`src/rtl/bcd_scan_counter.sv`:
```
// Multi-digit BCD up/down counter with a multiplexed-display digit scanner.
// Optional BCD_SCAN_LEADING_BLANK_EN: drive 4'hF on bcd_out for leading zero digits.

module bcd_digit (
  input  logic [3:0] d_i,
  input  logic       ci_i,
  input  logic       up_i,
  output logic [3:0] nd_o,
  output logic       co_o
);
  always_comb begin
    nd_o = d_i;
    co_o = 1'b0;
    if (ci_i) begin
      if (up_i) begin
        if (d_i == 4'd9) begin
          nd_o = 4'd0;
          co_o = 1'b1;
        end else begin
          nd_o = d_i + 4'd1;
        end
      end else begin
        if (d_i == 4'd0) begin
          nd_o = 4'd9;
          co_o = 1'b1;
        end else begin
          nd_o = d_i - 4'd1;
        end
      end
    end
  end
endmodule

module bcd_scan_counter #(
  parameter int DIGITS   = 4,
  parameter int SCAN_DIV = 1000
) (
  input  logic                  clk,
  input  logic                  rst_n,
  input  logic                  en,
  input  logic                  up,
  input  logic                  load,
  input  logic [4*DIGITS-1:0]   load_val,
  output logic [4*DIGITS-1:0]   count,
  output logic                  carry,
  output logic [3:0]            bcd_out,
  output logic [DIGITS-1:0]     digit_sel
);
  localparam int IW = (DIGITS > 1) ? $clog2(DIGITS) : 1;
  localparam int DW = $clog2(SCAN_DIV);

  logic [DIGITS-1:0][3:0] count_q, count_d, step, ld_san;
  logic [DIGITS:0]        cy;
  logic                   carry_q, carry_d;
  logic [DW-1:0]          div_q, div_d;
  logic [IW-1:0]          idx_q, idx_d;
  logic [DIGITS-1:0]      sel_q, sel_d;
  logic [3:0]             bcd_q, bcd_d;

  // Ripple carry/borrow chain; en is the carry into digit 0.
  assign cy[0] = en;

  genvar g;
  generate
    for (g = 0; g < DIGITS; g++) begin : g_dig
      bcd_digit u_dig (
        .d_i  (count_q[g]),
        .ci_i (cy[g]),
        .up_i (up),
        .nd_o (step[g]),
        .co_o (cy[g+1])
      );
      assign ld_san[g] = (load_val[4*g +: 4] > 4'd9) ? 4'd0 : load_val[4*g +: 4];
    end
  endgenerate

  always_comb begin
    count_d = count_q;
    carry_d = 1'b0;
    if (load) begin
      count_d = ld_san;
    end else if (en) begin
      count_d = step;
      carry_d = cy[DIGITS];
    end
  end

  always_comb begin
    div_d = div_q + DW'(1);
    idx_d = idx_q;
    if (div_q == DW'(SCAN_DIV - 1)) begin
      div_d = '0;
      idx_d = (idx_q == IW'(DIGITS - 1)) ? '0 : idx_q + IW'(1);
    end
  end

  always_comb begin
    sel_d = '0;
    for (int i = 0; i < DIGITS; i++) sel_d[i] = (idx_q == IW'(i));
  end

`ifdef BCD_SCAN_LEADING_BLANK_EN
  // hz[i]: digit i and every digit above it are zero.
  logic [DIGITS-1:0] hz;
  always_comb begin
    hz[DIGITS-1] = (count_q[DIGITS-1] == 4'd0);
    for (int i = DIGITS - 2; i >= 0; i--) hz[i] = hz[i+1] && (count_q[i] == 4'd0);
    bcd_d = (idx_q != '0 && hz[idx_q]) ? 4'hF : count_q[idx_q];
  end
`else
  always_comb begin
    bcd_d = count_q[idx_q];
  end
`endif

  always_ff @(posedge clk) begin
    if (!rst_n) begin
      count_q <= '0;
      carry_q <= 1'b0;
      div_q   <= '0;
      idx_q   <= '0;
      sel_q   <= DIGITS'(1);
      bcd_q   <= 4'h0;
    end else begin
      count_q <= count_d;
      carry_q <= carry_d;
      div_q   <= div_d;
      idx_q   <= idx_d;
      sel_q   <= sel_d;
      bcd_q   <= bcd_d;
    end
  end

  assign count     = count_q;
  assign carry     = carry_q;
  assign bcd_out   = bcd_q;
  assign digit_sel = sel_q;
endmodule

```
`config.mk`:
```
export PLATFORM = sky130hd
export DESIGN_NAME = bcd_scan_counter
export DESIGN_NICKNAME = d
export VERILOG_FILES = /design/src/rtl/bcd_scan_counter.sv
export SDC_FILE = /design/constraint.sdc
export NUM_CORES = 1
export LEC_CHECK = 0
export ABC_AREA = 1
export BUFFER_PORTS_ARGS = -buffer_cell sky130_fd_sc_hd__buf_4
export CORE_MARGIN = 2
export CORE_UTILIZATION = 57
export CTS_BUF_LIST = sky130_fd_sc_hd__clkbuf_2 sky130_fd_sc_hd__clkbuf_4 sky130_fd_sc_hd__clkbuf_8
export CTS_CLUSTER_DIAMETER = 200
export DETAILED_ROUTE_END_ITERATION = 7
export GPL_TIMING_DRIVEN = 0
export PLACE_DENSITY = 0.83
export SLEW_MARGIN = 20
export SYNTH_ARGS = -nofsm -noshare
export SYNTH_HDL_FRONTEND = slang
export SYNTH_SLANG_ARGS = --single-unit
```
`constraint.sdc`:
```
create_clock -name clk -period 1.7 [get_ports clk]
set_input_delay 0.34 -clock clk [delete_from_list [all_inputs] [get_ports clk]]
set_output_delay 0.34 -clock clk [all_outputs]
set_load 0.005 [all_outputs]
```
=== Yosys cells after proc, flatten, opt, wreduce, memory -nomap -nowiden ===
Cells that the tools add are included.

* Word-level logic and storage cells: 88
* Bits in registers: 37

* Order comparisons: 5
* Equality and inequality tests: 8
* Add/subtract/negate cells: 10
* Muxes and demuxes: 39
* Reductions and logical operators: 14
* Bitwise logic cells: 3

{| class="wikitable"
|+ Operators by type and width
! operator !! number
|-
| two-way mux 4 bit || 20
|-
| two-way mux 16 bit || 2
|-
| adder 4 x 1 -> 4 bit, second input constant || 4
|-
| equality test 4 bit, second input constant || 4
|-
| greater-than comparator 4 bit, second input constant || 4
|-
| zero test 4 bit || 4
|-
| subtractor 4 x 1 -> 4 bit, second input constant || 4
|-
| two-way mux 1 bit || 15
|-
| adder 10 x 1 -> 10 bit, second input constant || 1
|-
| equality test 10 bit, second input constant || 1
|-
| binary-select mux 4 bit (select 2 bit) || 1
|-
| nonzero test 2 bit || 4
|-
| AND reduction 2 bit || 3
|-
| equality test 2 bit, second input constant || 2
|-
| OR reduction 4 bit || 1
|-
| less-than comparator 2 x 3 -> 1 bit, second input constant || 1
|-
| NOT 1 bit || 3
|-
| adder 2 x 1 -> 2 bit, second input constant || 1
|-
| equality test 2 x 1 -> 1 bit, second input constant || 1
|-
| zero test 2 bit || 1
|-
| two-way mux 2 bit || 1
|-
| OR reduction 2 bit || 1
|}

=== Logic depth before layout (Yosys ltp) ===
Gate-level depths: netlist (run 1).

* Depth in word-level cells: 9
* Mapped depth: 11

=== By module ===
From an unflattened synthesis (run 1), not the netlist that was laid out.

* Cells, all modules: 417
* Area total of the unflattened synthesis: 2610.0 sq um

{| class="wikitable"
|+ Modules (own cells, without submodules)
! module !! cells an instance !! area an instance (sq um) !! times used !! sequential area each (sq um)
|-
| bcd_scan_counter || 233 || 1764.2 || 1 || 740.7
|-
| bcd_digit || 46 || 211.5 || 4 || 0.0
|}

=== Least setup slack after synthesis (run 1) ===
OpenSTA, ideal clock, no wires.

* Kind: register to register
* From: register idx_q[0]
* To: register idx_q[1]
* Clock period less this slack: 1339 ps
* Slack: 361 ps
* Buffers on the path: 1
* Setup time: 124 ps
* Stages on the path, launching flop included: 6
* Data arrival time: 1215 ps
* Cell sequence: dfxtp_1 > buf_2 > clkinv_1 > ha_1 > o21ai_0 > a21oi_1

* Word-level cells in the longest chain between the ends: 2
* Elaborated cells on any way between the ends: 3
* Those cells by class: 1 x add/sub; 1 x eq/ne; 1 x mux

{| class="wikitable"
|+ Ends and longest elaborated chain
! item !! line !! source
|-
| start, declared || 56 || <nowiki>logic [IW-1:0] idx_q, idx_d;</nowiki>
|-
| start signal, assigned || 128 || <nowiki>idx_q <= idx_d;</nowiki>
|-
| adder 2 x 1 -> 2 bit or equality test 2 bit (tied branches) || 93 || <nowiki>idx_d = (idx_q == IW'(DIGITS - 1)) ? '0 : idx_q + IW'(1);</nowiki>
|-
| two-way mux 2 bit * || 93 ||
|}

Every way passes the cells marked *; elsewhere a longest branch is shown, timed or not.
A chain may end at the register's enable or synchronous reset.

=== Worst setup path in the final report (run 1) ===
* From: register count_q, in the netlist count[0]
* To: register count_q, in the netlist count[6]

* Word-level cells in the longest chain between the ends: 6
* Elaborated cells on any way between the ends: 8
* Those cells by class: 1 x eq/ne; 4 x mux; 3 x reduce/logical

{| class="wikitable"
|+ Ends and longest elaborated chain
! item !! line !! source
|-
| start, declared || 52 || <nowiki>logic [DIGITS-1:0][3:0] count_q, count_d, step, ld_san;</nowiki>
|-
| start signal, assigned || 125 || <nowiki>count_q <= count_d;</nowiki>
|-
| equality test 4 bit or zero test 4 bit (tied branches) || 16, 23 ||
|-
| two-way mux 1 bit (on tied branches) || 16, 23 ||
|-
| two-way mux 1 bit * || 15 || <nowiki>if (up_i) begin</nowiki>
|-
| two-way mux 1 bit * || 14 || <nowiki>if (ci_i) begin</nowiki>
|-
| nonzero test 2 bit (no line) * || n/a ||
|-
| AND reduction 2 bit (no line) * || n/a ||
|}

Marks and branches as above.

==> flow_summary.json, run 1 <==
{
  "multi_input_area_um2": 1381,
  "seq_area_um2": 740.7,
  "drv_cap": 0,
  "fin_crit_sh": 0.8869,
  "muxShareOfSynthArea": 0,
  "yosys-top-cells-count": "89 x nand2_1, 46 x nor2_1, 37 x dfxtp_1",
  "syn_area_per_cell_um2": 6.311,
  "yosysWarnings": 0,
  "io_pins": 46,
  "port_buffers": 44,
  "wl_mm": 5.765,
  "ff2ff_setup_slack_ps": 190,
  "cts_made_buffers": 5,
  "clockBufferDepth": 2,
  "setup_viol": 0,
  "status": "finished clean",
  "antenna_found_initial": 0,
  "vias": 2536,
  "leakagePower_nw": 1.329,
  "synthAdderAreaFrac": 0.02701,
  "rows": 23,
  "synth_largest_area_cell": "dfxtp_1",
  "diodes": 0,
  "fp.dieW_um": 67.74,
  "gp_congestion": 0.8796,
  "slowest_stage": "dfxtp_1",
  "instances_no_fill": 469,
  "hold_depth": 4,
  "initialDrtViolationCount": 261,
  "crit_arrival_ps": 1690,
  "initial_core_util": 0.5874,
  "crit_required_ps": 1890,
  "slowest_delay_ps": 510,
  "synthDistinctLibCells": 33,
  "ir_worst_vdd_uv": 529.0,
  "synth_ff_type": "dfxtp_1",
  "rsz0062_at_grt": "false",
  "hp-class": "in -> reg",
  "cts_tree": "yes",
  "drive_gt1_frac": 0.1933,
  "final-hold-violation-count": 0,
  "ys_top_cells_by_area": "dfxtp_1 32%, nand2_1 14%, a21oi_1 7.8%",
  "regToRegEndpoint": "count[6]",
  "synth-edff-count": 0,
  "routed_via_density": 5.407,
  "clkLatencyLatePin_ps": 290,
  "utilization": 0.7191,
  "grtUsageTotal": 0.2706,
  "route.met3.wl_um": 437,
  "yosysSeqAreaShare": 0.3198,
  "cts_hold_buf": 0,
  "grt_max_degree": 13,
  "synth_top_cell_area_share": 0.3198,
  "endpoint_kind": "flip-flop",
  "pre_cts_ws_ps": 39.85,
  "r2r_start": "count[0]",
  "hp-start": "load_val[3]",
  "path_clk_slew_ps": 80,
  "synthArstFlopShare": 0,
  "grt_pass1_wl_mm": 9.335,
  "htree_levels": 2,
  "relSlewSlack": 0.6247,
  "met2WireLength_mm": 2.608,
  "crit_type": "reg -> reg",
  "maxSlewViolCount": 0,
  "netlist_area_um2": 2316,
  "drt_first_pass_iters": 6,
  "ant_nets": 0,
  "grt_pass1_vias": 2133,
  "worstSetupStartpointType": "flip-flop",
  "syn_nets": 393,
  "hold_end": "count[0]",
  "power_density_nw_per_um2": 788.7,
  "chipHeight_um": 67.74,
  "num-fill-cells": 337,
  "core_area_um2": 3943,
  "fin_skew_ps": 5.951,
  "finalPower_w": 0.002236,
  "die_area_um2": 4589,
  "synthXorXnorAreaFrac": 0.01135,
  "cts_root_buffer": "clkbuf_8",
  "top_layer": "met4",
  "crit_family": "flip-flops",
  "drc_errors": 0,
  "synth-simple-area-share": 0.3722,
  "layout.nets": 444,
  "grt_overflow_total": 0,
  "rr_worst_depth": 7,
  "wl_met1_mm": 2.623,
  "crit_chain": "nand2_1, nor2_2, nor2_4, o21ai_1, nand2_1, a21oi_1, nor2_1",
  "ys_seq_elements": 37,
  "crit_buf_inv": 0,
  "clock-sinks": 37,
  "min_period_ps": 1508,
  "fin_setup_tns_ps": 0,
  "dp_cells": 461,
  "tightest_slew_ps": 563.0,
  "synth_top_family_by_area": "simple AND/OR/NAND/NOR gates",
  "synth_most_common_cell": "nand2_1",
  "layout_setup_ws_ps": 192.3,
  "synthCells": 367,
  "synth_compound_area_frac": 0.1848,
  "fmax_mhz": 663.3,
  "wire_per_inst_um": 12.29,
  "path_common_cell": "nand2_1",
  "path_max_fanout": 7,
  "area_growth_pct": 22.42,
  "post-dp-hpwl_mm": 4.283
}
==> power breakdown <==
group	switching [W]	leakage (nW)	internal, W
sequential	0.0000648	0.302	0.000906
clock	0.000335	0.0574	0.000477
combinational	0.000265	0.969	0.000188
==> worst reg2reg max path, delay by kind of cell (launching register included) <==
family / cells / cell delay (ps)
AO/OA/AOI/OAI: 2 / 430
AND/OR/NAND/NOR: 5 / 460
flip-flops: 1 / 510
==> layout by cell type, fill, tap and decap left out, types with 2 or more instances in the layout <==
| master | instances |
|---|---|
| nand2_2 | 4 |
| inv_1 | 32 |
| o211ai_1 | 2 |
| clkbuf_1 | 6 |
| nand3_1 | 27 |
| buf_2 | 4 |
| o21ai_1 | 4 |
| nor3_1 | 2 |
| a21oi_1 | 36 |
| nand4_1 | 5 |
| xor2_1 | 2 |
| nor2_1 | 46 |
| a31oi_1 | 5 |
| ha_1 | 5 |
| buf_4 | 44 |
| nor2_2 | 3 |
| dfxtp_1 | 37 |
| or2_2 | 3 |
| clkbuf_8 | 6 |
| nor3b_1 | 2 |
| nand2_1 | 88 |
| inv_2 | 7 |
| nor2_4 | 2 |
| clkinvlp_4 | 2 |
| o21ai_0 | 33 |
==> per-layer routing <==
metal	up-vias	GRT usage
li1	1304	-
met1	1113	0.3489
met2	108	0.4375
met3	11	0.06500
met4	0	0.09694
met5	-	0
==> registers in the layout (all words and copies together), names as in the netlist <==
| signal | flops |
|---|---|
| div_q | 10 |
| bcd_out | 4 |
| digit_sel | 4 |
| idx_q | 2 |
| carry | 1 |
| count | 16 |
==> what timing repair did <==
item	4_1_cts	5_1_grt
resized for setup	0	2
buffers inserted	0	0
setup endpoints to repair	0	11
==> through the flow <==
step	area (µm²)	hold slack [ps]
6_report	2835	348.7
5_1_grt	2835	369.7
4_1_cts	2829	342.1
3_5_place_dp	2709	455.9
3_3_place_gp	2709	444.5
2_1_floorplan	2316	430.3
==> area by class of cell <==
type	count	share of cell area
Clock inverter	2	0.01324
Clock buffer	6	0.02913
Multi-Input combinational cell	279	0.4872
Tap cell	50	0.02207
Buffer	10	0.01500
Sequential cell	37	0.2613
Timing Repair Buffer	44	0.1165
Inverter	41	0.05560
==> how the worst max path moves through the flow <==
stage / startpoint / to / slack [ps] / cells past startpoint
2_1_floorplan: idx_q[0] / idx_q[1] / 360 / 5
3_3_place_gp: rst_n / count[6] / 60 / 5
3_5_place_dp: rst_n / count[5] / 40 / 5
4_1_cts: div_q[0] / div_q[7] / 140 / 6
5_1_grt: count[1] / count[6] / 50 / 8
6_report: count[0] / count[6] / 190 / 7
==> cells by family (layout without fill, tap and decap cells) <==
group | count (synthesis) | in the layout
AO/OA/AOI/OAI | 82 | 82
buffers and inverters | 51 | 103
AND/OR/NAND/NOR | 189 | 189
XOR/XNOR | 3 | 3
adder cells (fa/ha/maj) | 5 | 5
flip-flops | 37 | 37
No activity file was read; power rests on OpenSTA's default activity.
==> run 2, diff against run 1 <==
--- a/config.mk
+++ b/config.mk
@@ -5,7 +5,6 @@
 export SDC_FILE = /design/constraint.sdc
 export NUM_CORES = 1
 export LEC_CHECK = 0
-export ABC_AREA = 1
 export BUFFER_PORTS_ARGS = -buffer_cell sky130_fd_sc_hd__buf_4
 export CORE_MARGIN = 2
 export CORE_UTILIZATION = 57
==> flow_summary.json, run 2 <==
{
  "maxSlewViolCount": 0,
  "routed_via_density": 6.185,
  "ys_top_cells_by_area": "dfxtp_1 32%, nor2_1 4.5%, xnor2_1 4.1%",
  "core_area_um2": 3971,
  "vias": 2406,
  "grt_max_degree": 14,
  "drc_errors": 0,
  "worstSetupStartpointType": "flip-flop",
  "ys_seq_elements": 37,
  "status": "finished, violations left",
  "syn_area_per_cell_um2": 8.146,
  "yosysWarnings": 0,
  "instances_no_fill": 389,
  "ir_worst_vdd_uv": 516.5,
  "violations": "negative setup slack",
  "fin_skew_ps": 5.889,
  "antenna_found_initial": 0,
  "chipHeight_um": 68.16,
  "initialDrtViolationCount": 173,
  "rr_worst_depth": 7,
  "pwr-share-seq": 0.405,
  "gp_congestion": 0.9062,
  "combPwrFrac": 0.189,
  "area_growth_pct": 26.03,
  "layout.nets": 364,
  "crit_type": "reg -> reg",
  "fmax_mhz": 580.9,
  "yosysSeqAreaShare": 0.3157,
  "synthArstFlopShare": 0,
  "hp-class": "in -> reg",
  "final-hold-violation-count": 0,
  "cts_made_buffers": 5,
  "die_area_um2": 4645,
  "ff2ff_setup_slack_ps": -20,
  "synth_ff_type": "dfxtp_1",
  "hold_end": "count[9]",
  "diodes": 0,
  "clkLatencyLatePin_ps": 290,
  "pre_cts_ws_ps": -340.6,
  "cts_tree": "yes",
  "p_clk_frac": 0.406,
  "io_pins": 46,
  "dp_cells": 379,
  "internal-power_w": 0.001695,
  "r2r_start": "count[3]",
  "drive_gt1_frac": 0.3038,
  "largest_reg_flops": 16,
  "min_period_ps": 1721,
  "fp.dieW_um": 68.16,
  "netlist_area_um2": 2346,
  "hp-start": "load_val[11]",
  "drt_first_pass_iters": 5,
  "cts_root_buffer": "clkbuf_8",
  "crit_arrival_ps": 1910,
  "clockBufferDepth": 2,
  "grt_pass1_vias": 2120,
  "synth_most_common_cell": "dfxtp_1",
  "setup_viol": 1,
  "mostFrequentLayoutCells": "46 x buf_4, 31 x dfxtp_1, 28 x nor2_1",
  "p_sw_w": 0.0006117,
  "path_clk_slew_ps": 80,
  "drv_cap": 0,
  "port_buffers": 41,
  "synth_largest_area_cell": "dfxtp_1",
  "initial_core_util": 0.5907,
  "synth_top_cell_area_share": 0.3157,
  "rows": 23,
  "swShare": 0.2652,
  "fin_crit_sh": 1.013,
  "rsz0062_at_grt": "true",
  "synthCells": 288,
  "grtUsageTotal": 0.2864,
  "endpoint_kind": "flip-flop",
  "grt_pass1_wl_mm": 9.915,
  "regToRegEndpoint": "count[13]",
  "num-fill-cells": 300,
  "clock-sinks": 37,
  "synth-edff-count": 0,
  "syn_nets": 314,
  "post-dp-hpwl_mm": 4.220,
  "fin_setup_tns_ps": -21.46,
  "layout_setup_ws_ps": -21.46,
  "ant_nets": 0,
  "yosys-top-cells-count": "37 x dfxtp_1, 28 x nor2_1, 22 x nand2_1",
  "relSlewSlack": 0.5986,
  "grt_overflow_total": 0,
  "hold_depth": 2,
  "power_density_nw_per_um2": 780.2,
  "wl_mm": 6.226,
  "path_max_fanout": 10,
  "tightest_slew_ps": 602.1,
  "wire_per_inst_um": 16.01,
  "final_common_cell": "buf_4",
  "htree_levels": 2,
  "leakagePower_nw": 1.163,
  "synthDistinctLibCells": 56,
  "crit_required_ps": 1890
}
-- run 2: per-layer routing --
layer / share of wire / track usage / vias up / routed length, µm
met1: 0.42 / 0.3683 / 1131 / 2591
met4: 0.033 / 0.1300 / 0 / 208
met2: 0.47 / 0.4660 / 118 / 2931
met3: 0.079 / 0.05099 / 24 / 494
met5: 0 / 0 / - / 0
li1: - / - / 1133 / -
-- run 2: repair_timing --
action | in CTS | in global routing
hold buffers | 0 | 0
endpoints found under the setup margin | 10 | 11
pin swaps | 12 | 9
resized for setup | 10 | 21
setup buffers | 7 | 1
-- run 2: metrics by stage --
step	utilization	instance area [µm²]	hold slack, ps	power [W]
2_1_floorplan	-	2377	417.6	0.001213
5_1_grt	0.7445	2957	281.6	0.002394
4_1_cts	0.7363	2924	260.4	0.002303
6_report	0.7445	2957	266.6	0.002307
3_5_place_dp	0.6919	2748	441.7	0.001354
3_3_place_gp	0.6919	2748	432.3	0.001344
-- run 2: power groups by stage --
stage | sequential (W) | combinational [W] | clock (W)
after global routing | 0.000939 | 0.000475 | 0.000980
after detailed placement | 0.000945 | 0.000409 | 0
after global placement | 0.000944 | 0.000399 | 0
after CTS | 0.000928 | 0.000423 | 0.000951
final | 0.000935 | 0.000435 | 0.000937
after floorplan | 0.000943 | 0.000270 | 0
-- run 2: area by class of cell --
type	count	area, µm²	area share
Inverter	10	37.54	0.01270
Clock inverter	3	68.82	0.02328
Multi-Input combinational cell	213	1466	0.4960
Buffer	22	120.1	0.04063
Clock buffer	5	68.82	0.02328
Tap cell	50	62.56	0.02116
Sequential cell	37	753.2	0.2548
Timing Repair Buffer	49	379.1	0.1282
-- run 2: how the worst max path moves through the flow --
stage	slack, ps	from	end	cells past startpoint
floorplan	-20	count[2]	count[11]	7
global placement	-310	up	count[3]	7
detailed placement	-340	up	count[3]	7
CTS	-70	count[1]	count[13]	6
global route	-70	count[1]	count[10]	6
finish	-20	count[3]	count[13]	7
-- run 2: worst max-delay path, cell delays in order (launching register included) --
cell and delay (ps):
dfxtp_2 330, buf_6 130, or3_4 400, nand2_2 100, and4_1 220, buf_6 130
nand4_1 90, and4_1 220
-- run 2: cells by family after synthesis --
kind of cell,Yosys count,share of synthesized area
simple gates,118,0.2763
compound gates,69,0.2048
buf+inv,38,0.07413
flops,37,0.3157
xor+xnor,16,0.05973
mux,5,0.04267
fa+ha+maj,5,0.02667
==> run 3, diff against run 2 <==
--- a/config.mk
+++ b/config.mk
@@ -7,12 +7,12 @@
 export LEC_CHECK = 0
 export BUFFER_PORTS_ARGS = -buffer_cell sky130_fd_sc_hd__buf_4
 export CORE_MARGIN = 2
-export CORE_UTILIZATION = 57
-export CTS_BUF_LIST = sky130_fd_sc_hd__clkbuf_2 sky130_fd_sc_hd__clkbuf_4 sky130_fd_sc_hd__clkbuf_8
+export CORE_UTILIZATION = 55
 export CTS_CLUSTER_DIAMETER = 200
 export DETAILED_ROUTE_END_ITERATION = 7
 export GPL_TIMING_DRIVEN = 0
-export PLACE_DENSITY = 0.83
+export PLACE_DENSITY = 0.81
+export SETUP_SLACK_MARGIN = 0.4
 export SLEW_MARGIN = 20
 export SYNTH_ARGS = -nofsm -noshare
 export SYNTH_HDL_FRONTEND = slang
==> flow_summary.json, run 3 (same netlist as run 2, synthesis figures left out) <==
{
  "largest_reg_flops": 16,
  "die_area_um2": 4804,
  "crit_family": "simple AND/OR/NAND/NOR gates",
  "final-hold-violation-count": 0,
  "tightest_slew_ps": 627.2,
  "post-dp-hpwl_mm": 4.161,
  "rows": 23,
  "cts_root_buffer": "clkbuf_8",
  "grtUsageMet3": 0.05669,
  "grtUsageTotal": 0.2637,
  "clock-sinks": 37,
  "crit_cells": 7,
  "initial_core_util": 0.5782,
  "final_common_cell": "buf_4",
  "diodes": 0,
  "grt_overflow_total": 0,
  "io_pins": 46,
  "vias": 2633,
  "chipHeight_um": 69.31,
  "combPwrFrac": 0.251,
  "grt_pass1_vias": 2181,
  "layout_setup_ws_ps": -170.3,
  "maxSlewViolCount": 0,
  "setup_viol": 7,
  "ir_worst_vdd_uv": 428.9,
  "worstSetupStartpointType": "flip-flop",
  "grt.busiest_layer": "met2",
  "multi_input_area_um2": 1647,
  "clockBufferDepth": 2,
  "swShare": 0.3076,
  "cts_tree": "yes",
  "drv_cap": 0,
  "drive_gt1_frac": 0.4363,
  "status": "finished, violations left",
  "initialDrtViolationCount": 406,
  "mostFrequentLayoutCells": "50 x buf_4, 26 x dfxtp_1, 21 x nor2_1",
  "min_period_ps": 1870,
  "leakagePower_nw": 1.290,
  "rr_worst_depth": 7,
  "pwr-share-seq": 0.438,
  "fin_setup_tns_ps": -627.9,
  "crit_arrival_ps": 2050,
  "path_max_fanout": 6,
  "whs_ps": 275.7,
  "relSlewSlack": 0.5818,
  "drc_errors": 0,
  "global_route.usage.met2": 0.4103,
  "area_growth_pct": 40.37,
  "path_clk_slew_ps": 90,
  "clkLatencyLatePin_ps": 300,
  "fmax_mhz": 534.7,
  "ant_nets": 0,
  "wl_mm": 7.626,
  "drt_first_pass_iters": 5,
  "cts_made_buffers": 5,
  "gp_congestion": 0.8851,
  "wire_per_inst_um": 18.92,
  "crit_type": "reg -> reg",
  "core_area_um2": 4058,
  "port_buffers": 41,
  "routed_via_density": 6.533,
  "violations": "negative setup slack",
  "crit_required_ps": 1880,
  "antenna_found_initial": 0,
  "crit_buf_inv": 2,
  "slowest_delay_ps": 410,
  "rsz0062_at_grt": "true",
  "utilization": 0.8116,
  "grt_pass1_wl_mm": 10.42,
  "p_clk_frac": 0.310,
  "layout.nets": 379,
  "p_sw_w": 0.0006552,
  "num-fill-cells": 249,
  "hold_depth": 2,
  "grt.met1_usage": 0.3524,
  "internal-power_w": 0.001475,
  "seq_area_um2": 754.5,
  "slowest_stage": "or3b_4",
  "fin_skew_ps": 16.47,
  "fp.dieW_um": 69.31,
  "crit_chain": "buf_6, or3b_4, nor4_4, and4_1, buf_6, nand4_1, and4_1",
  "power_density_nw_per_um2": 646.8,
  "htree_levels": 2,
  "hp-class": "in -> reg",
  "fin_crit_sh": 1.100,
  "grt_max_degree": 12,
  "endpoint_kind": "flip-flop"
}
[run 3: power by group through the flow]
stage	clock network, W	logic [W]	registers [W]
6_report	0.000661	0.000535	0.000934
5_1_grt	0.000690	0.000566	0.000938
3_3_place_gp	0	0.000409	0.000945
4_1_cts	0.000654	0.000467	0.000931
2_1_floorplan	0	0.000280	0.000943
3_5_place_dp	0	0.000414	0.000946
[run 3: layout make-up]
cell class,count,area share
multi-input cells,213,0.5000
flip-flops and latches,37,0.2291
repair buffers,58,0.1432
plain buffers,28,0.06991
clock buffers,6,0.02508
well taps,50,0.01900
inverters,10,0.01140
clock inverters,1,0.002280
[run 3: timing repair]
item,in CTS,in global routing
pin swaps,20,20
hold buffers,0,0
setup endpoints to repair,32,32
gates cloned,0,1
setup buffers,9,7
resized for setup,44,45
[run 3: worst paths after layout]
check	from	to	slack, ps
max	count[2]	count[13]	-170
min	load_val[11]	count[9]	280
max reg2reg	count[2]	count[13]	-170
min reg2reg	div_q[8]	div_q[8]	550
[run 3: metal layers]
metal	up-vias	wire, µm	part of all wire
li1	1164	-	-
met2	212	3679	0.48
met5	-	0	0
met1	1212	2867	0.38
met3	45	728	0.095
met4	0	350	0.046
[run 3: through the flow]
stage	cells	total power, W	setup slack, ps	area, µm²
floorplan	288	0.001223	-21.22	2419
global placement	379	0.001354	-166.8	2789
detailed placement	379	0.001360	-171.1	2789
CTS	395	0.002051	-105.4	3084
global route	403	0.002194	-187.2	3293
finish	403	0.002130	-170.3	3293
